--- config.mk ---
export PLATFORM = sky130hd
export DESIGN_NAME = c64_mem_map
export DESIGN_NICKNAME = d
export VERILOG_FILES = /design/src/rtl/c64_mem_map.sv
export SDC_FILE = /design/constraint.sdc
export NUM_CORES = 1
export LEC_CHECK = 0
export CORE_MARGIN = 4
export CORE_UTILIZATION = 37
export DETAILED_ROUTE_END_ITERATION = 7
export PLACE_DENSITY = 0.88
export SLEW_MARGIN = 20
export SYNTH_ARGS = -nofsm -noshare
export SYNTH_HDL_FRONTEND = slang
export SYNTH_SLANG_ARGS = --single-unit
--- constraint.sdc ---
create_clock -name clk -period 2.09 [get_ports clk]
set_input_delay 0.627 -clock clk [delete_from_list [all_inputs] [get_ports clk]]
set_output_delay 0.627 -clock clk [all_outputs]
set_load 0.01 [all_outputs]
--- src/rtl/c64_mem_map.sv ---
// rtl/c64_mem_map.sv - C64 memory map, 6510 I/O port and CPU reset sequencer
`timescale 1ns/1ps
module c64_mem_map #(
    parameter int          RESET_HOLD  = 4,
    parameter logic [7:0]  PORT_PULLUP = 8'hFF
) (
    input  logic        clk,
    input  logic        reset,
    output logic        cpu_reset,
    input  logic [15:0] ab,
    input  logic        we,
    input  logic [7:0]  dout,
    output logic [7:0]  di,
    output logic [15:0] ram_addr,
    output logic        ram_we,
    output logic [7:0]  ram_wdata,
    input  logic [7:0]  ram_rdata,
    output logic [12:0] basic_addr,
    input  logic [7:0]  basic_rdata,
    output logic [12:0] kernal_addr,
    input  logic [7:0]  kernal_rdata,
    output logic [11:0] char_addr,
    input  logic [7:0]  char_rdata,
    output logic        io_cs,
    output logic        io_we,
    input  logic [7:0]  io_rdata,
    output logic [7:0]  port_out,
    input  logic [7:0]  port_in
);
    localparam int CW = (RESET_HOLD > 1) ? $clog2(RESET_HOLD) : 1;
    localparam logic [CW-1:0] CNT_LAST = CW'(RESET_HOLD - 1);

    typedef enum logic {ST_INIT, ST_RUN} state_t;
    typedef enum logic [2:0] {
        R_RAM, R_BASIC, R_KERNAL, R_CHAR, R_IO, R_PORT0, R_PORT1
    } region_t;

    state_t        state_q, state_d;
    logic [CW-1:0] cnt_q, cnt_d;
    logic          cpu_reset_q;
    logic [7:0]    ddr_q, port_q, port_rd_q;
    region_t       region_q, region_d;
    logic [7:0]    pins;
    logic          run;

    assign run      = (state_q == ST_RUN);
    assign pins     = (port_q & ddr_q) | ((port_in | PORT_PULLUP) & ~ddr_q);
    assign port_out = pins;
    assign cpu_reset = cpu_reset_q;

    assign ram_addr    = ab;
    assign ram_wdata   = dout;
    assign basic_addr  = ab[12:0];
    assign kernal_addr = ab[12:0];
    assign char_addr   = ab[11:0];

    // Reset sequencer: hold the core in reset for RESET_HOLD cycles
    always_comb begin
        state_d = state_q;
        cnt_d   = cnt_q;
        if (state_q == ST_INIT) begin
            if (cnt_q == CNT_LAST) state_d = ST_RUN;
            else                   cnt_d   = cnt_q + CW'(1);
        end
    end

    // Address decode against the LORAM/HIRAM/CHAREN banking lines
    always_comb begin
        region_d = R_RAM;
        if (ab == 16'h0000)      region_d = R_PORT0;
        else if (ab == 16'h0001) region_d = R_PORT1;
        else begin
            case (ab[15:12])
                4'hA, 4'hB: if (pins[0] && pins[1]) region_d = R_BASIC;
                4'hD:       if (pins[0] || pins[1]) region_d = pins[2] ? R_IO : R_CHAR;
                4'hE, 4'hF: if (pins[1]) region_d = R_KERNAL;
                default:    region_d = R_RAM;
            endcase
        end
    end

    // Bus strobes: nothing escapes while the core is held in reset
    always_comb begin
        io_cs  = run && (region_d == R_IO);
        io_we  = io_cs && we;
        ram_we = run && we && (region_d != R_IO);
    end

    // Sequencer, processor port and read-path registers
    always_ff @(posedge clk or negedge reset) begin
        if (!reset) begin
            state_q     <= ST_INIT;
            cnt_q       <= '0;
            cpu_reset_q <= 1'b1;
            ddr_q       <= 8'h00;
            port_q      <= 8'h00;
            region_q    <= R_RAM;
            port_rd_q   <= 8'h00;
        end else begin
            state_q     <= state_d;
            cnt_q       <= cnt_d;
            cpu_reset_q <= (state_d == ST_INIT);
            region_q    <= run ? region_d : R_RAM;
            port_rd_q   <= run ? ((ab == 16'h0000) ? ddr_q : pins) : 8'h00;
            if (run && we && ab == 16'h0000) ddr_q  <= dout;
            if (run && we && ab == 16'h0001) port_q <= dout;
        end
    end

    // Read-data steering, one cycle behind the address
    always_comb begin
        di = 8'h00;
        if (run) begin
            case (region_q)
                R_RAM:            di = ram_rdata;
                R_BASIC:          di = basic_rdata;
                R_KERNAL:         di = kernal_rdata;
                R_CHAR:           di = char_rdata;
                R_IO:             di = io_rdata;
                R_PORT0, R_PORT1: di = port_rd_q;
                default:          di = 8'h00;
            endcase
        end
    end
endmodule

Word-level counts from Yosys, hierarchy flattened --
Cells that the tools add are included. W data, S select, Z words.
Cells by class: reduce and logical (&&, ||, !) cells 14, equality and inequality tests 15, muxes and demuxes 14, bitwise logic cells 6, $add $sub $neg 1
Operators by type and width (count):
- $pmux W8 S6 | 1
- $mux W8 | 3
- $eq A4 B4 Y1 const B | 5
- $eq A16 B1 Y1 const B | 1
- $logic_not A16 Y1 | 1
- $mux W3 | 5
- $eq A3 B3 Y1 const B | 4
- $pmux W3 S3 | 1
- $and A8 B8 Y8 | 1
- $not A8 Y8 | 1
- $or A8 B8 Y8 | 1
- $logic_and A1 B1 Y1 | 7
- $eq A3 B2 Y1 const B | 2
- $reduce_or A2 Y1 | 3
- $eq A3 B1 Y1 const B | 1
- $logic_not A3 Y1 | 1
- $mux W1 | 3
- $ne A3 B3 Y1 const B | 1
- $not A1 Y1 | 3
- $add A2 B1 Y2 const B | 1
- $eq A2 B2 Y1 const B | 1
- $mux W2 | 1
- $reduce_and A2 Y1 | 1
- $logic_or A1 B1 Y1 | 1
Storage, ports and cells: logic and storage cells 57, output and inout bits 82, input bits 75, register bits after elaboration 31

Logic depth before layout (Yosys ltp) --
Gate-level depths: netlist (run 1).
depth after elaboration 10, depth in mapped cells 6, depth with buffers taken out 4

Worst setup path before layout (run 1) --
No wires, ideal clock.
path type in2reg, start input port ab[1], end register ddr_q[0], data required time 1965 ps, cell stages on the path 4, arrival 1900 ps, buffers on the path 0, slack 65 ps, setup time 125 ps, cell sequence nor4_2 nand4_2 nor3_4 mux2_4
Between the ends: longest elaborated chain between the ends 2
RTL lines:
- start, declared | RTL line 10 | input logic [15:0] ab,
- $logic_not A16 Y1 | RTL line 105 | if (run && we && ab == 16'h0000) ddr_q <= dout;
- $logic_and A1 B1 Y1 | RTL line 105
- end signal, assigned | RTL line 105
- end, declared | RTL line 41 | logic [7:0] ddr_q, port_q, port_rd_q;
No other way between the ends. A chain may end at the register's enable or synchronous reset.

Final worst setup path (run 1) --
start register region_q[1], end output port di[4]
Between the ends: longest elaborated chain between the ends 4, elaborated cells on any way between the ends 10, classes of those cells 6 x eq/ne; 2 x mux; 2 x reduce/logical
RTL lines:
- start, declared | RTL line 42 | region_t region_q, region_d;
- start signal, assigned | RTL line 103 | region_q <= run ? region_d : R_RAM;
- $eq A3 B3 Y1 | RTL line 114 | case (region_q)
- $reduce_or A2 Y1 | RTL line 114
- $pmux W8 S6 * | RTL line 114
- $mux W8 * | RTL line 113 | if (run) begin
- end, declared | RTL line 13 | output logic [7:0] di,
Every way passes the cells marked *; elsewhere a longest branch is shown, timed or not.

==> key figures, run 1 <==
Synthesis
  • Xor/xnor share of the synthesized area: 0.3582%
  • Share of the synthesized area in the top cell type: 30.71%
  • Post-synth cell types: 43
  • Synth area leaders: dfrtp_1 (31%), buf_4 (19%), mux2_4 (4.9%)
  • Post-Synthesis Cell Area: 2445 sq um
  • Post-Synthesis Cells: 263
  • Synth Area in Simple Gates: 19.40%
  • Synthesized flop and latch total: 31
  • Sequential area share after synthesis: 31.78%
  • Largest family of logic cells by synthesized area: buffers and inverters
  • Post-synth top area cell: dfrtp_1
  • Post-Syn Nets: 339
  • Post-synthesis mux area share: 14.74%
  • Synth Area in Adders: 0.5118%
  • Mean Syn Cell Area: 9.296 sq um
  • YS warnings: 0
  • Synth Area in Compound Gates: 11.46%

Route
  • Vias per inst: 4.943
  • WL final: 7.967 mm
  • WL/cell: 16.23 um
  • DRC viols: 0
  • Drt pass-1 iters: 4
  • Starting DRT DRC Count: 60
  • Vias: 2427
  • DRT antenna net count: 0

CTS
  • CTS tree: yes
  • CTS sink cnt: 31
  • Hold-fix buffers, CTS: 0
  • Clock buffer depth: 2
  • H-tree levels: 2
  • Worst skew pair latency: 0.28 ns
  • TritonCTS buffer count: 5
  • Clock root buffer: clkbuf_8
  • Clk pin slew, worst setup/hold paths: 0.06 ns

Floorplanning
  • Row cnt: 29
  • Starting Density: 38.28%
  • Die width: 89.29 um
  • Core region area: 6386 sq um
  • Ports: 157
  • Die ar.: 7972 sq um
  • Height of the chip: 89.29 um

STA
  • Clock Skew: 0.005703 ns
  • Final setup margin: -0.2531 ns
  • Relative slew slack: 74.78%
  • Fin. max-slew vios: 0
  • Post-route setup TNS: -1.894 ns
  • Final setup viols: 11
  • RSZ-0062 raised after global routing: yes
  • Fmax: 0.4268 GHz
  • Final clock period utilization by the worst path: 112.1%
  • Fin. Hold Viols: 0
  • Slew @ Worst Pin: 0.3783 ns
  • Post-layout min period: 2.343 ns

Placement
  • Pre-CTS setup slack: -0.8808 ns
  • Placed inst area: 3955 sq um
  • Port-buffer cells: 148
  • Gpl congestion: 0.8592
  • Dpl cells: 470
  • Post-DP HPWL: 6.116 mm

Global route
  • Initial antenna violation count: 0
  • First-pass GRT wire length: 11.62 mm
  • Largest net degree at the start of global routing: 32
  • Total GRT Usage: 19.02%
  • GR Overflow Total: 0
  • Vias in the first global route: 2474

Setup path
  • CP arrival: 1.72 ns
  • Critical-path cell list: buf_6 -> mux2_4 -> a22oi_2 -> or2_0 -> a41oi_2 -> buf_2
  • Critical path type: flip-flop to output pin
  • Critical-path top delay cell: dfrtp_2
  • Worst Setup Start Kind: flip-flop
  • Data required time of the critical path: 1.46 ns
  • Critical path endpoint category: output pin
  • CP max stage delay: 0.46 ns
  • Worst-path maximum fanout: 6

Status
  • Outcome: complete, but fails checks
  • Failing checks: setup timing

Pwr
  • Peak VDD IR: 333.8 uV
  • Cell Pwr Density: 366.1 nW/um^2
  • Leakage power: 1.994 nW
  • Power Total: 1.538 mW

Layout
  • Final Non-Filler Cells: 491
  • Final net count: 489
  • Share of cells above drive strength 1: 38.89%
  • Layout area overhead: 71.80%
  • Filler Cell Count: 537
  • Design area: 4200 sq um
  • Ant diodes: 0
  • Most frequent cells in the layout: dlygate4sd2_1 (71), buf_4 (60), clkdlybuf4s50_1 (43), dfrtp_1 (27), nand2_1 (21)
  • Most common cell after layout, fill and taps aside: dlygate4sd2_1

Run
  • Maxcap violations: 0

Worst hold path
  • Min-Delay Path Class: flip-flop to flip-flop
==> cells in the mapped netlist, drive strengths merged <==
cell type  instances
clkbuf             7
mux2i              6
nand2b             8
nor2               3
and4b              1
nor2b              5
or2                7
o211ai             1
ha                 1
dfrtp             30
a22oi              7
and3               2
dfstp              1
o21ai             14
a31oi              1
a21oi              6
nor3               2
nand4              4
and4               1
a41oi              2
inv                5
nor4               4
buf               67
nand3             14
a21o               5
xor2               1
nor3b              2
nand4b             1
and2               1
o2bb2ai            5
nand2             23
mux2              24
o21a               2
==> logic make-up (layout without fill, tap and decap cells) <==
logic type | Yosys count | in the layout
mux | 30 | 30
xor+xnor | 1 | 1
fa+ha+maj | 1 | 1
buf+inv | 79 | 230
flops | 31 | 31
compound gates | 43 | 43
simple gates | 78 | 78
==> state kept, by name, indices dropped and copies added (netlist names) <==
register / flops
port_q: 8
run: 1
ddr_q: 8
port_rd_q: 8
cpu_reset: 1
cnt_q: 2
region_q: 3
==> cell type report <==
cell class                 count  area [sq um]  area share [%]
tap                           77         96.34           2.294
multi-input combinational    153          1300           30.95
clock buffer                   7         76.32           1.817
timing repair buffer         217          1923           45.78
clock inverter                 1         5.005          0.1192
inverter                       5         18.77          0.4468
sequential                    31         780.7           18.59
==> path summary, 6_finish.rpt <==
check / start / end / slack (ns) / cells past startpoint
worst max-delay path: region_q[1] / di[4] / -0.25 / 6
worst min-delay path: port_q[2] / port_q[2] / 0.49 / 1
worst max register to register: run / ddr_q[2] / 0.51 / 6
worst min register to register: port_q[2] / port_q[2] / 0.49 / 1
max in group asynchronous: reset / cpu_reset / 1.05 / 2
min in group asynchronous: reset / ddr_q[4] / 0.73 / 2
==> metal layers <==
| metal | up-vias | track usage (%) | share of wire [%] |
|---|---|---|---|
| met4 | 0 | 5.683 | 2.0 |
| li1 | 1153 | - | - |
| met5 | - | 0 | 0 |
| met1 | 1151 | 20.90 | 37 |
| met3 | 14 | 5.991 | 9.1 |
| met2 | 109 | 34.83 | 52 |
==> report_power, final <==
group,switching (mW),internal (mW),total (mW)
sequential,0.00521,0.603,0.608
clock,0.210,0.233,0.443
combinational,0.204,0.283,0.487
total,0.419,1.12,1.54
==> metrics by stage <==
stage          utilization [%]  hold slack [ns]
3_3_place_gp             61.93           0.4604
6_report                 65.77           0.4853
5_1_grt                  65.77           0.5063
4_1_cts                  62.87           0.4876
3_5_place_dp             61.93           0.4750
2_1_floorplan                -           0.3314
==> critical path: cells and delay by family, from the launching register on <==
kind            cells  cell delay, ns
simple gates        1            0.16
flops               1            0.46
mux                 1            0.29
buf+inv             2            0.31
compound gates      2            0.21
==> repair_timing <==
action | in CTS | in global routing
buffers inserted | 10 | 3
resized for setup | 190 | 43
pin swaps | 27 | 27
setup endpoints to repair | 91 | 24
(Power assumes the default switching activity.)
==> run 2: changes to the inputs <==
PLACE_DENSITY = 0.89   (was 0.88)
==> run 2 against run 1 <==
  * The flow still finishes with violations (setup timing)
  * Worst hold slack got worse by 0.0038 ns
  * Fmax grew 1.5%
  * Sequential power about the same
  * Combinational power decreased by 4%
  * Setup slack gained 0.035 ns
==> key figures, run 2 (synthesis results as in run 1) <==
Status
  • Outcome: complete, but fails checks (unchanged)
  • Failing checks: setup timing (unchanged)

STA
  • Relative slew slack: 74.94% (was 74.78%)
  • Fin. max-slew vios: 0 (unchanged)
  • Final setup margin: -0.2182 ns (was -0.2531 ns)
  • Post-route setup TNS: -1.698 ns (was -1.894 ns)
  • Worst Hold Slack: 0.4814 ns (was 0.4853 ns)
  • Final setup viols: 11 (unchanged)
  • Clock Skew: 0.003286 ns (was 0.005703 ns)
  • Post-layout min period: 2.308 ns (was 2.343 ns)
  • Slew @ Worst Pin: 0.3750 ns (was 0.3783 ns)
  • Fmax: 0.4332 GHz (was 0.4268 GHz)
  • Fin. Hold Viols: 0 (unchanged)
  • Final clock period utilization by the worst path: 110.4% (was 112.1%)
  • RSZ-0062 raised after global routing: yes (unchanged)

Route
  • WL final: 7.462 mm (was 7.967 mm)
  • Vias per inst: 4.944 (was 4.943)
  • WL/cell: 15.61 um (was 16.23 um)
  • Vias: 2363 (was 2427)
  • Starting DRT DRC Count: 55 (was 60)
  • Drt pass-1 iters: 4 (unchanged)
  • DRT antenna net count: 0 (unchanged)
  • DRC viols: 0 (unchanged)

CTS
  • H-tree levels: 2 (unchanged)
  • Hold-fix buffers, CTS: 0 (unchanged)
  • Clk pin slew, worst setup/hold paths: 0.06 ns (about the same)
  • TritonCTS buffer count: 5 (unchanged)
  • CTS sink cnt: 31 (unchanged)
  • Clock root buffer: clkbuf_8 (unchanged)
  • CTS tree: yes (unchanged)
  • Worst skew pair latency: 0.28 ns (about the same)
  • Clock buffer depth: 2 (unchanged)

Global route
  • Initial antenna violation count: 0 (unchanged)
  • First-pass GRT wire length: 11.64 mm (was 11.62 mm)
  • Vias in the first global route: 2407 (was 2474)
  • Total GRT Usage: 18.50% (was 19.02%)
  • Largest net degree at the start of global routing: 32 (unchanged)
  • GR Overflow Total: 0 (unchanged)

Setup path
  • CP arrival: 1.68 ns (was 1.72 ns)
  • Critical path capture point: di[7] (was di[4])
  • Data required time of the critical path: 1.46 ns (about the same)
  • Worst setup startpoint: region_q[2] (was region_q[1])
  • Worst Setup Start Kind: flip-flop (unchanged)
  • RR Endpoint: ddr_q[7] (was ddr_q[2])
  • Reg2Reg Depth: 6 (unchanged)
  • Reg-to-Reg Start: run (unchanged)
  • Critical path type: flip-flop to output pin (unchanged)
  • Worst-path maximum fanout: 6 (unchanged)
  • FF-to-FF setup slack: 0.59 ns (was 0.51 ns)
  • Critical path endpoint category: output pin (unchanged)

Floorplanning
  • Core region area: 6386 sq um (unchanged)
  • Starting Density: 38.28% (unchanged)
  • Ports: 157 (unchanged)
  • Row cnt: 29 (unchanged)
  • Die width: 89.29 um (unchanged)
  • Height of the chip: 89.29 um (unchanged)
  • Die ar.: 7972 sq um (unchanged)

Placement
  • Port-buffer cells: 148 (unchanged)
  • Post-DP HPWL: 5.940 mm (was 6.116 mm)
  • Dpl cells: 463 (was 470)
  • Gpl congestion: 0.8268 (was 0.8592)
  • Pre-CTS setup slack: -0.8846 ns (was -0.8808 ns)

Layout
  • Final Non-Filler Cells: 478 (was 491)
  • Top flop regs: ddr_q (8), port_q (8), port_rd_q (8) (unchanged)
  • Most common cell after layout, fill and taps aside: dlygate4sd2_1 (unchanged)
  • Most frequent cells in the layout: dlygate4sd2_1 (71), buf_4 (45), clkdlybuf4s50_1 (42), dfrtp_1 (27), nand2_1 (23) (was dlygate4sd2_1 (71), buf_4 (60), clkdlybuf4s50_1 (43), dfrtp_1 (27), nand2_1 (21))
  • Final net count: 476 (was 489)
  • Final Util: 64.30% (was 65.77%)
  • Reg area: 780.7 sq um (unchanged)
  • Layout area overhead: 67.96% (was 71.80%)
  • Filler Cell Count: 558 (was 537)
  • Ant diodes: 0 (unchanged)
  • Multi-input gate area: 1246 sq um (was 1300 sq um)
  • Share of cells above drive strength 1: 33.92% (was 38.89%)

Pwr
  • Peak VDD IR: 400.7 uV (was 333.8 uV)
  • Leakage power: 1.924 nW (was 1.994 nW)
  • Cell Pwr Density: 407.4 nW/um^2 (was 366.1 nW/um^2)

Run
  • Maxcap violations: 0 (unchanged)

Worst hold path
  • Min-Delay Path Class: flip-flop to flip-flop (unchanged)
run 2: cell count changes in the layout (fill, tap and decap cells not counted), sizes merged:
cell and change:
dlymetal6s2s -3, clkdlybuf4s50 -1, buf -15, clkbuf +2, bufinv +1, clkdlybuf4s15 +3
run 2: metal layers:
metal	routed length [um]	track usage, %	part of all wire (%)
met1	2766	21.76	37
met2	3907	33.96	52
met4	86	4.060	1.2
met5	0	0	0
met3	701	4.424	9.4
run 2: metrics by stage:
step                total power [mW]  area (sq um)
detailed placement             1.130          3915
floorplan                     0.8281          2445
finish                         1.673          4106
global route                   1.763          4106
CTS                            1.675          3975
global placement               1.119          3915
run 2: layout make-up:
type	count	share of cell area (%)
clock buffer	6	2.011
clock inverter	2	0.8531
inverter	5	0.4570
multi-input combinational	153	30.35
sequential	31	19.01
tap	77	2.346
timing repair buffer	204	44.97
run 2: worst max-delay path: stages (launching register included):
cell     delay [ns]
dfrtp_2        0.48
buf_4          0.17
nor2b_4        0.10
buf_6          0.12
nand2_1        0.08
a21o_1         0.20
a21oi_2        0.10
buf_2          0.14
run 2: power breakdown:
group          switching, mW  total (mW)  internal, mW
clock                  0.212       0.597         0.385
combinational          0.196       0.469         0.273
sequential           0.00470       0.607         0.603
run 2: repair_timing:
item,in CTS,in global routing
setup buffers,5,1
resized for setup,203,22
endpoints found under the setup margin,92,26
pin swaps,26,19
gates cloned,0,2
run 2: worst min-delay path by stage:
stage | cells after the start | endpoint | slack (ns) | start
5_1_grt | 1 | cnt_q[0] | 0.50 | cnt_q[0]
2_1_floorplan | 0 | cnt_q[0] | 0.33 | reset
3_3_place_gp | 1 | cnt_q[0] | 0.46 | cnt_q[0]
3_5_place_dp | 1 | cnt_q[0] | 0.47 | cnt_q[0]
6_report | 1 | cnt_q[0] | 0.48 | cnt_q[0]
4_1_cts | 1 | cnt_q[0] | 0.48 | cnt_q[0]
==> run 3: changes to the inputs <==
CORE_UTILIZATION = 35   (was 37)
PLACE_DENSITY = 0.85   (was 0.89)
==> run 3 against run 2 <==
  * The flow still finishes with violations (setup timing)
  * Highest routed layer unchanged
  * Fmax shrank 0.74%
  * Worst hold slack improved by 0.0029 ns
  * Largest power group unchanged
  * Wire length increased by 1.8%
  * Total power fell by 7.0%
  * Count of clock-buffer cells in the layout up 1
  * Largest cell class unchanged
  * Die area is 5.2% higher
==> key figures, run 3 (synthesis results as in run 1) <==
Setup path
  • Critical-path top delay cell: dfrtp_2 (unchanged)
  • CP max stage delay: 0.45 ns (was 0.48 ns)
  • Critical path endpoint category: output pin (unchanged)
  • CP arrival: 1.70 ns (was 1.68 ns)
  • Worst path top cell family by delay: flip-flops (unchanged)
  • Worst-path maximum fanout: 5 (was 6)
  • Worst setup startpoint: region_q[2] (unchanged)
  • Critical-path cell list: buf_12 -> buf_6 -> mux2_4 -> a22oi_2 -> a31oi_1 -> buf_2 (was buf_4 -> nor2b_4 -> buf_6 -> nand2_1 -> a21o_1 -> a21oi_2 -> buf_2)
  • Critical path type: flip-flop to output pin (unchanged)
  • Critical path buffer and inverter count: 3 (unchanged)
  • Reg-to-Reg Start: run (unchanged)
  • Data required time of the critical path: 1.46 ns (about the same)
  • Worst Setup Start Kind: flip-flop (unchanged)

CTS
  • TritonCTS buffer count: 5 (unchanged)
  • Clock buffer depth: 2 (unchanged)
  • CTS tree: yes (unchanged)
  • Clk pin slew, worst setup/hold paths: 0.06 ns (about the same)
  • H-tree levels: 2 (unchanged)
  • Hold-fix buffers, CTS: 0 (unchanged)
  • Worst skew pair latency: 0.28 ns (about the same)
  • Clock root buffer: clkbuf_8 (unchanged)
  • CTS sink cnt: 31 (unchanged)

Layout
  • Final Non-Filler Cells: 509 (was 478)
  • Most common cell after layout, fill and taps aside: dlygate4sd2_1 (unchanged)
  • Layout area overhead: 70.98% (was 67.96%)
  • Top flop regs: ddr_q (8), port_q (8), port_rd_q (8) (unchanged)
  • Final net count: 488 (was 476)
  • Share of cells above drive strength 1: 33.41% (was 33.92%)
  • Most frequent cells in the layout: dlygate4sd2_1 (82), buf_4 (56), clkdlybuf4s50_1 (43), dfrtp_1 (27), nand2_1 (22) (was dlygate4sd2_1 (71), buf_4 (45), clkdlybuf4s50_1 (42), dfrtp_1 (27), nand2_1 (23))
  • Design area: 4180 sq um (was 4106 sq um)
  • Final Util: 61.53% (was 64.30%)
  • Ant diodes: 0 (unchanged)

STA
  • Post-layout min period: 2.325 ns (was 2.308 ns)
  • Final clock period utilization by the worst path: 111.3% (was 110.4%)
  • RSZ-0062 raised after global routing: yes (unchanged)
  • Final setup margin: -0.2353 ns (was -0.2182 ns)
  • Final setup viols: 10 (was 11)
  • Fin. Hold Viols: 0 (unchanged)
  • Slew @ Worst Pin: 0.3946 ns (was 0.3750 ns)
  • Fin. max-slew vios: 0 (unchanged)
  • Relative slew slack: 73.45% (was 74.94%)
  • Fmax: 0.4301 GHz (was 0.4332 GHz)
  • Clock Skew: 0.005672 ns (was 0.003286 ns)

Pwr
  • Peak VDD IR: 289.1 uV (was 400.7 uV)
  • Cell Pwr Density: 372.4 nW/um^2 (was 407.4 nW/um^2)
  • Leakage power: 1.952 nW (was 1.924 nW)

Status
  • Failing checks: setup timing (unchanged)
  • Outcome: complete, but fails checks (unchanged)

Placement
  • Post-DP HPWL: 5.937 mm (was 5.940 mm)
  • Dpl cells: 484 (was 463)
  • Placed inst area: 3954 sq um (was 3915 sq um)
  • Gpl congestion: 0.8812 (was 0.8268)
  • Port-buffer cells: 148 (unchanged)

Floorplanning
  • Core region area: 6794 sq um (was 6386 sq um)
  • Die width: 91.58 um (was 89.29 um)
  • Height of the chip: 91.58 um (was 89.29 um)
  • Ports: 157 (unchanged)
  • Row cnt: 30 (was 29)
  • Starting Density: 35.99% (was 38.28%)
  • Die ar.: 8386 sq um (was 7972 sq um)

Route
  • Starting DRT DRC Count: 53 (was 55)
  • WL final: 7.597 mm (was 7.462 mm)
  • Vias: 2345 (was 2363)
  • WL/cell: 14.93 um (was 15.61 um)
  • DRT antenna net count: 0 (unchanged)
  • Vias per inst: 4.607 (was 4.944)
  • Drt pass-1 iters: 4 (unchanged)
  • DRC viols: 0 (unchanged)

Global route
  • First-pass GRT wire length: 11.49 mm (was 11.64 mm)
  • Initial antenna violation count: 0 (unchanged)
  • Total GRT Usage: 16.87% (was 18.50%)
  • Vias in the first global route: 2383 (was 2407)
  • Largest net degree at the start of global routing: 22 (was 32)
  • GR Overflow Total: 0 (unchanged)

Run
  • Maxcap violations: 0 (unchanged)

Worst hold path
  • Min-Delay Path Class: flip-flop to flip-flop (unchanged)
  • Worst hold start: port_q[0] (was cnt_q[0])
-- run 3: timing repair --
| item | CTS | global route |
|---|---|---|
| pin swaps | 28 | 13 |
| gates resized for setup | 180 | 19 |
| setup buffers | 6 | 9 |
| setup endpoints to repair | 91 | 19 |
| gates cloned | 0 | 2 |
-- run 3: cell type report --
class | instances | area, sq um
flip-flops and latches | 31 | 780.7
multi-input cells | 153 | 1224
fillers | 591 | 2614
inverters | 5 | 18.77
repair buffers | 216 | 1946
well taps | 96 | 120.1
clock buffers | 7 | 86.33
clock inverters | 1 | 5.005
-- run 3: final timing paths --
path	slack (ns)	end	depth (start not counted)
max in group asynchronous	1.05	region_q[2]	2
worst min register to register	0.48	port_q[0]	1
worst max register to register	0.57	cnt_q[1]	4
worst max-delay path	-0.24	di[5]	6
worst min-delay path	0.48	port_q[0]	1
min in group asynchronous	0.56	port_rd_q[3]	1
-- run 3: metal layers --
layer | part of all wire [%] | global-route usage [%] | wire, um
met5 | 0 | 0 | 0
met4 | 1.7 | 5.653 | 129
met3 | 6.7 | 4.722 | 511
met2 | 51 | 28.91 | 3876
met1 | 41 | 20.17 | 3080
-- run 3: through the flow --
step                      TNS [ns]  hold slack [ns]  power (mW)  worst slack (ns)
final                       -1.708           0.4843       1.557           -0.2353
after global routing        -2.466           0.5009       1.630           -0.2864
after CTS                   -1.875           0.4870       1.552           -0.2283
after detailed placement    -37.91           0.4726       1.131           -0.9057
after global placement      -35.48           0.4607       1.121           -0.8115
after floorplan                  0           0.3314      0.8281           0.06453
-- run 3: power by group --
group | leakage, nW | switching [mW] | internal, mW
Clock | 0.0482 | 0.210 | 0.265
Combinational | 1.54 | 0.197 | 0.278
Sequential | 0.366 | 0.00389 | 0.603
Total | 1.95 | 0.411 | 1.15
